## src/rtl/random_share_arbiter.sv

```systemverilog
// Shares one random-word generator among several consumers: owns its reset, seed and
// clock-enable, discards a warm-up run after each reseed, then serves requesters round-robin.
module random_share_arbiter #(
    parameter int          Width       = 8,
    parameter int          Requesters  = 4,
    parameter int          WarmUp      = 16,
    parameter int unsigned DefaultSeed = 32'h5A
) (
    input  logic                  clk,
    input  logic                  rst,
    input  logic                  seed_load,
    input  logic [Width-1:0]      seed,
    input  logic [Requesters-1:0] req,
    output logic [Requesters-1:0] grant,
    output logic                  valid,
    output logic [Width-1:0]      data,
    output logic                  busy,
    output logic                  gen_rst,
    output logic [Width-1:0]      gen_seed,
    output logic                  gen_ce,
    input  logic [Width-1:0]      gen_random
);

    localparam int PW = $clog2(Requesters);
    localparam int CW = $clog2(WarmUp + 1);

    typedef enum logic [2:0] {
        S_SEED,
        S_WARMUP,
        S_READY,
        S_STEP,
        S_DELIVER
    } state_t;

    state_t          state_reg, state_next;
    logic [CW-1:0]   cnt_reg, cnt_next;
    logic [PW-1:0]   ptr_reg, ptr_next;
    logic [PW-1:0]   winner_reg, winner_next;
    logic [Width-1:0] seed_reg, seed_next;

    logic            any_found;
    logic [PW-1:0]   pick;

    // Round-robin search: first set request at or after ptr, wrapping modulo Requesters.
    always_comb begin
        int idx;
        any_found = 1'b0;
        pick      = ptr_reg;
        idx       = 0;
        for (int i = 0; i < Requesters; i++) begin
            idx = int'(ptr_reg) + i;
            if (idx >= Requesters) begin
                idx = idx - Requesters;
            end
            if (!any_found && req[idx]) begin
                any_found = 1'b1;
                pick      = PW'(idx);
            end
        end
    end

    always_comb begin
        state_next  = state_reg;
        cnt_next    = cnt_reg;
        ptr_next    = ptr_reg;
        winner_next = winner_reg;
        seed_next   = seed_reg;
        case (state_reg)
            S_SEED: begin
                state_next = S_WARMUP;
                cnt_next   = CW'(WarmUp);
            end
            S_WARMUP: begin
                cnt_next = cnt_reg - CW'(1);
                if (cnt_reg == CW'(1)) begin
                    state_next = S_READY;
                end
            end
            S_READY: begin
                if (any_found) begin
                    winner_next = pick;
                    state_next  = S_STEP;
                end
            end
            S_STEP: begin
                state_next = S_DELIVER;
            end
            S_DELIVER: begin
                ptr_next   = (winner_reg == PW'(Requesters - 1)) ? '0 : winner_reg + PW'(1);
                state_next = S_READY;
            end
            default: begin
                state_next = S_SEED;
            end
        endcase
        // A reseed overrides everything; the pointer keeps its place so fairness survives.
        if (seed_load) begin
            state_next = S_SEED;
            seed_next  = seed;
            ptr_next   = ptr_reg;
        end
    end

    always_ff @(posedge clk or posedge rst) begin
        if (rst) begin
            state_reg  <= S_SEED;
            cnt_reg    <= CW'(WarmUp);
            ptr_reg    <= '0;
            winner_reg <= '0;
            seed_reg   <= Width'(DefaultSeed);
        end else begin
            state_reg  <= state_next;
            cnt_reg    <= cnt_next;
            ptr_reg    <= ptr_next;
            winner_reg <= winner_next;
            seed_reg   <= seed_next;
        end
    end

    assign gen_rst  = (state_reg == S_SEED);
    assign busy     = (state_reg == S_SEED) || (state_reg == S_WARMUP);
    assign gen_ce   = (state_reg == S_WARMUP) || (state_reg == S_STEP);
    assign valid    = (state_reg == S_DELIVER);
    assign gen_seed = seed_reg;
    assign data     = valid ? gen_random : '0;

    generate
        for (genvar gi = 0; gi < Requesters; gi++) begin : g_grant
            assign grant[gi] = valid && (winner_reg == PW'(gi));
        end
    endgenerate

endmodule

```

## config.mk

```make
export PLATFORM = sky130hd
export DESIGN_NAME = random_share_arbiter
export DESIGN_NICKNAME = d
export VERILOG_FILES = /design/src/rtl/random_share_arbiter.sv
export SDC_FILE = /design/constraint.sdc
export NUM_CORES = 1
export LEC_CHECK = 0
export BUFFER_PORTS_ARGS = -buffer_cell sky130_fd_sc_hd__buf_2
export CORE_MARGIN = 2
export CORE_UTILIZATION = 30
export DETAILED_ROUTE_END_ITERATION = 10
export PLACE_DENSITY = 0.66
export SKIP_CTS_REPAIR_TIMING = 1
export SLEW_MARGIN = 20
export SYNTH_ARGS = -nofsm -noshare
export SYNTH_HDL_FRONTEND = slang
export SYNTH_SLANG_ARGS = --single-unit
```

## constraint.sdc

```tcl
create_clock -name clk -period 2.6 [get_ports clk]
set_input_delay 0.13 -clock clk [delete_from_list [all_inputs] [get_ports clk]]
set_output_delay 0.13 -clock clk [all_outputs]
set_load 0.02 [all_outputs]
```

Word-level counts from Yosys, hierarchy flattened
Cells that the tools add are included.
{"block": "totals", "reg_bits": 20, "in_bits": 23, "output_inout_bits": 24, "elab_cells": 82}
{"block": "classes", "addsub": 9, "n_lt_le_gt_ge": 8, "eq_ne": 10, "muxes": 31, "bitwise": 1, "n_reduce_logical": 18}
{"op": "$lt A32 B4 Y1 const B", "count": 4}
{"op": "$mux W32", "count": 4}
{"op": "$pmux W3 S5", "count": 1}
{"op": "$mux W1", "count": 12}
{"op": "$sub A3 B3 Y4 const B", "count": 3}
{"op": "$mux W2", "count": 5}
{"op": "$pmux W5 S2", "count": 1}
{"op": "$ge A3 B3 Y1 const B", "count": 3}
{"op": "$mux W3", "count": 3}
{"op": "$bmux W1 S2", "count": 4}
{"op": "$mux W8", "count": 1}
{"op": "$logic_and A1 B1 Y1", "count": 7}
{"op": "$add A2 B2 Y3 const B", "count": 2}
{"op": "$eq A3 B2 Y1 const B", "count": 2}
{"op": "$ne A3 B3 Y1 const B", "count": 2}
{"op": "$reduce_and A2 Y1", "count": 3}
{"op": "$eq A5 B1 Y1 const B", "count": 1}
{"op": "$sub A5 B1 Y5 const B", "count": 1}
{"op": "$eq A2 B2 Y1 const B", "count": 2}
{"op": "$sub A2 B3 Y4 const B", "count": 1}
{"op": "$add A2 B1 Y3 const B", "count": 1}
{"op": "$eq A3 B1 Y1 const B", "count": 1}
{"op": "$eq A3 B3 Y1 const B", "count": 1}
{"op": "$ge A2 B3 Y1 const B", "count": 1}
{"op": "8 further kinds", "count": 11}

Depth between registers and ports, before layout
{"block": "depth", "ltp_word": 18, "mapped_depth": 6, "ltp_nobuf": 6}

Worst setup path before layout
Ideal clock, no wire load.
{"block": "synth_path", "path_type": "register to register", "startpoint": "reg state_reg[0]", "endpoint": "reg ptr_reg[1]", "setup_ps": 125, "arrival_time_ps": 1128, "required_time_ps": 2475, "setup_slack_ps": 1347, "stages_incl_launch_ff": 6, "n_path_buf": 1, "period_less_slack_ps": 1253, "cell_sequence": "dfrtp_1 > buf_4 > nor2_4 > nand2_1 > nor2_1 > mux2_2"}
{"block": "synth_between", "elab_chain_len": 2}
{"element": "start, declared", "line": "35", "rtl": "state_t state_reg, state_next;"}
{"element": "start signal, assigned", "line": "112", "rtl": "state_reg <= state_next;"}
{"element": "$eq A3 B3 Y1", "line": "68", "rtl": "case (state_reg)"}
{"element": "$reduce_and A2 Y1 (no line)"}
{"element": "end signal, assigned", "line": "114", "rtl": "ptr_reg <= ptr_next;"}
{"element": "end, declared", "line": "37", "rtl": "logic [PW-1:0] ptr_reg, ptr_next;"}
Every way passes these cells.
A chain may end at the register's enable or synchronous reset.

Worst setup path after layout
{"block": "layout_path", "startpoint": "reg state_reg[2]", "endpoint": "out valid"}
{"block": "layout_between", "elab_chain_len": 1}
{"element": "$eq A3 B3 Y1", "line": "123", "rtl": "assign valid = (state_reg == S_DELIVER);"}
{"element": "end, declared", "line": "15", "rtl": "output logic valid,"}
Every way passes these cells.

==> flow_summary.json <==
{
  "drc": 0,
  "via_per_inst": 4.72,
  "initial_core_util_pct": 31.2,
  "cts_num_sinks": 20,
  "synth_area_mm2": 0.00114,
  "synth_fa_ha_area_share_pct": 6.57,
  "synthSimpleGateAreaFrac_pct": 21.7,
  "start_kind": "flip-flop",
  "synth_nets": 143,
  "final_area_mm2": 0.00146,
  "p_comb_share_pct": 29.3,
  "wl_per_cell_um": 11.5,
  "dp.cells": 202,
  "worst_ir_drop_vdd_uv": 376,
  "cp.required_ps": 2470,
  "critPathTopFamily": "flip-flops",
  "drv_slew": 0,
  "ys_seq_area_share_pct": 44.4,
  "worstSkewPairLatency_ps": 260,
  "layout.nets": 188,
  "ys_ff_latch": 20,
  "placed_area_mm2": 0.00140,
  "p_leak_uw": 0.000767,
  "finClkSkew_ps": 4.61,
  "grt_max_degree": 23,
  "synth_top_family_by_area": "simple AND/OR/NAND/NOR gates",
  "ff2ff_path_depth": 3,
  "violations": "hold timing",
  "numCtsBuffers": 3,
  "p_switching_uw": 346,
  "rows": 22,
  "core_area_mm2": 0.00366,
  "grt_util_all_layers_pct": 11.6,
  "p_sw_share_pct": 34.4,
  "clock.fmax_ghz": 0.633,
  "cellPowerDensity_mw_per_mm2": 692,
  "htreeDepth": 1,
  "clock_path_buffers": 2,
  "grt_first_pass_wirelength_um": 3950,
  "maxSlewHeadroom_pct": 48.9,
  "grt_setup_unrepaired": "no",
  "period_needed_ps": 1580,
  "overflow": 0,
  "synth_area_leaders": "dfrtp_1 (33%), dfstp_2 (12%), mux2_2 (8.9%)",
  "synth_cells": 114,
  "firstDrtPassIters": 4,
  "synthMuxAreaShare_pct": 8.87,
  "cpMaxStageDelayCell": "dfrtp_1",
  "worstMarginPinSlew_ps": 766,
  "drtAntennaViolNets": 0,
  "final_cells": 206,
  "critPathMaxFanout": 22,
  "syn_area_per_cell_um2": 10.0,
  "fin_crit_sh_pct": 60.8,
  "synth_xor_xnor_area_share_pct": 0,
  "cap_violations": 0,
  "internal-power_uw": 661,
  "ys_types": 30,
  "report.final.setup_viol": 0,
  "clk_pin_slew_worst_paths_ps": 80,
  "dr.first_iter.drc_count": 37,
  "dpl.hpwl_um": 1760,
  "path_depth": 3,
  "path_buf_inv": 2,
  "hold_slack_ps": -1.36,
  "globalplace.congestion": 0.776,
  "power_frac_seq_pct": 47.2,
  "tns_ps": 0,
  "die_y_um": 65.7,
  "drive_gt1_share_pct": 43.0,
  "antenna_found_initial": 0,
  "io_pins": 47,
  "hold_class": "primary input to asynchronous set/reset pin",
  "vias": 973,
  "synth_top_area_share_pct": 32.9,
  "crit_path_end_kind": "output pin",
  "cts_tree": "built",
  "largest_register_ffs": 8,
  "yosys_warnings": 0,
  "crit_type": "flip-flop to output pin",
  "yosysTopAreaCell": "dfrtp_1",
  "area_growth_syn_to_layout_pct": 27.4,
  "power_frac_clock_pct": 23.6,
  "critPathMaxStageDelay_ps": 720,
  "status": "finished, violations left",
  "antenna_cells": 0,
  "dieWidth_um": 65.7,
  "io_buffers": 46,
  "grt_pass1_vias": 906,
  "cts_root_buffer": "clkbuf_8",
  "dieArea_mm2": 0.00432,
  "synth_compound_gate_area_share_pct": 12.0,
  "crit_arrival_ps": 1450,
  "hold_viol_final": 5,
  "finalWirelength_um": 2370,
  "crit_chain": "nand2_1, inv_1, buf_2"
}
-- worst reg2reg max path: cells and delay by family, from the launching register on --
family | cells | cell delay, ps
flops | 1 | 720
mux | 1 | 330
simple gates | 2 | 360
-- layout make-up --
type,instances,area [µm²]
multi-input combinational,77,562
clock buffer,4,55.1
inverter,11,41.3
timing repair buffer,46,230
sequential,20,507
tap,48,60.1
fill,369,2210
-- final timing paths --
kind / slack, ps / endpoint / from
max reg2reg: 1070 / ptr_reg[1] / state_reg[2]
max in group asynchronous: 2120 / winner_reg[0] / rst
min reg2reg: 510 / gen_seed[0] / gen_seed[0]
min in group clk: 100 / gen_seed[1] / seed[1]
min: -1 / cnt_reg[3] / rst
max: 1020 / valid / state_reg[2]
-- synthesized netlist by cell type --
| master | number |
|---|---|
| clkbuf_1 | 2 |
| nand3b_1 | 2 |
| nor4b_4 | 1 |
| o22ai_1 | 1 |
| nand2b_1 | 2 |
| o221ai_1 | 1 |
| nor4b_1 | 1 |
| and3_1 | 12 |
| buf_2 | 2 |
| o31ai_1 | 1 |
| o2bb2ai_1 | 1 |
| dfrtp_1 | 15 |
| o41ai_1 | 1 |
| nor2_1 | 9 |
| nor4_1 | 1 |
| a22o_1 | 1 |
| nor2_4 | 2 |
| ha_1 | 6 |
| a31oi_1 | 1 |
| nand2_1 | 4 |
| nor3_2 | 1 |
| a311oi_1 | 1 |
| dfstp_2 | 5 |
| inv_1 | 11 |
| nor3_1 | 5 |
| buf_4 | 2 |
| o21ai_0 | 12 |
| a211o_1 | 1 |
| a21oi_1 | 1 |
| mux2_2 | 9 |
-- per-layer routing --
metal / wire length [µm] / part of all wire, % / vias up / global-route usage (%)
met5: 0 / 0 / - / 0
met4: 14 / 0.59 / 0 / 3.13
met3: 222 / 9.4 / 2 / 3.25
met2: 983 / 41 / 47 / 16.9
met1: 1150 / 48 / 437 / 16.8
li1: - / - / 487 / -
-- power by group through the flow --
stage	clock network, µW	registers [µW]	logic (µW)
finish	237	475	295
floorplan	0	471	216
global placement	0	480	297
global route	261	491	344
detailed placement	0	480	298
CTS	249	475	300
-- stage by stage --
step	hold slack (ps)	worst slack (ps)	power (µW)	utilization, %
6_report	-1.36	1020	1010	39.7
5_1_grt	57.4	851	1100	39.7
4_1_cts	25.6	1010	1020	39.7
3_5_place_dp	312	1080	778	38.2
3_3_place_gp	311	1140	776	38.2
2_1_floorplan	90.1	1350	687	-
-- logic make-up (layout without fill, tap and decap cells) --
logic type | after synthesis | after routing
AO/OA/AOI/OAI | 22 | 22
flip-flops | 20 | 20
adder cells (fa/ha/maj) | 6 | 6
multiplexers | 9 | 9
AND/OR/NAND/NOR | 40 | 40
buffers and inverters | 17 | 61
-- cell usage in the layout, fill, tap and decap left out, types with 5 or more instances in the layout --
cell type   n
and3_1     12
buf_2      46
dfrtp_1    15
dfstp_2     5
ha_1        6
inv_1      11
mux2_2      9
nor2_1      9
nor3_1      5
o21ai_0    12
Power figures use the tool's default switching activity.
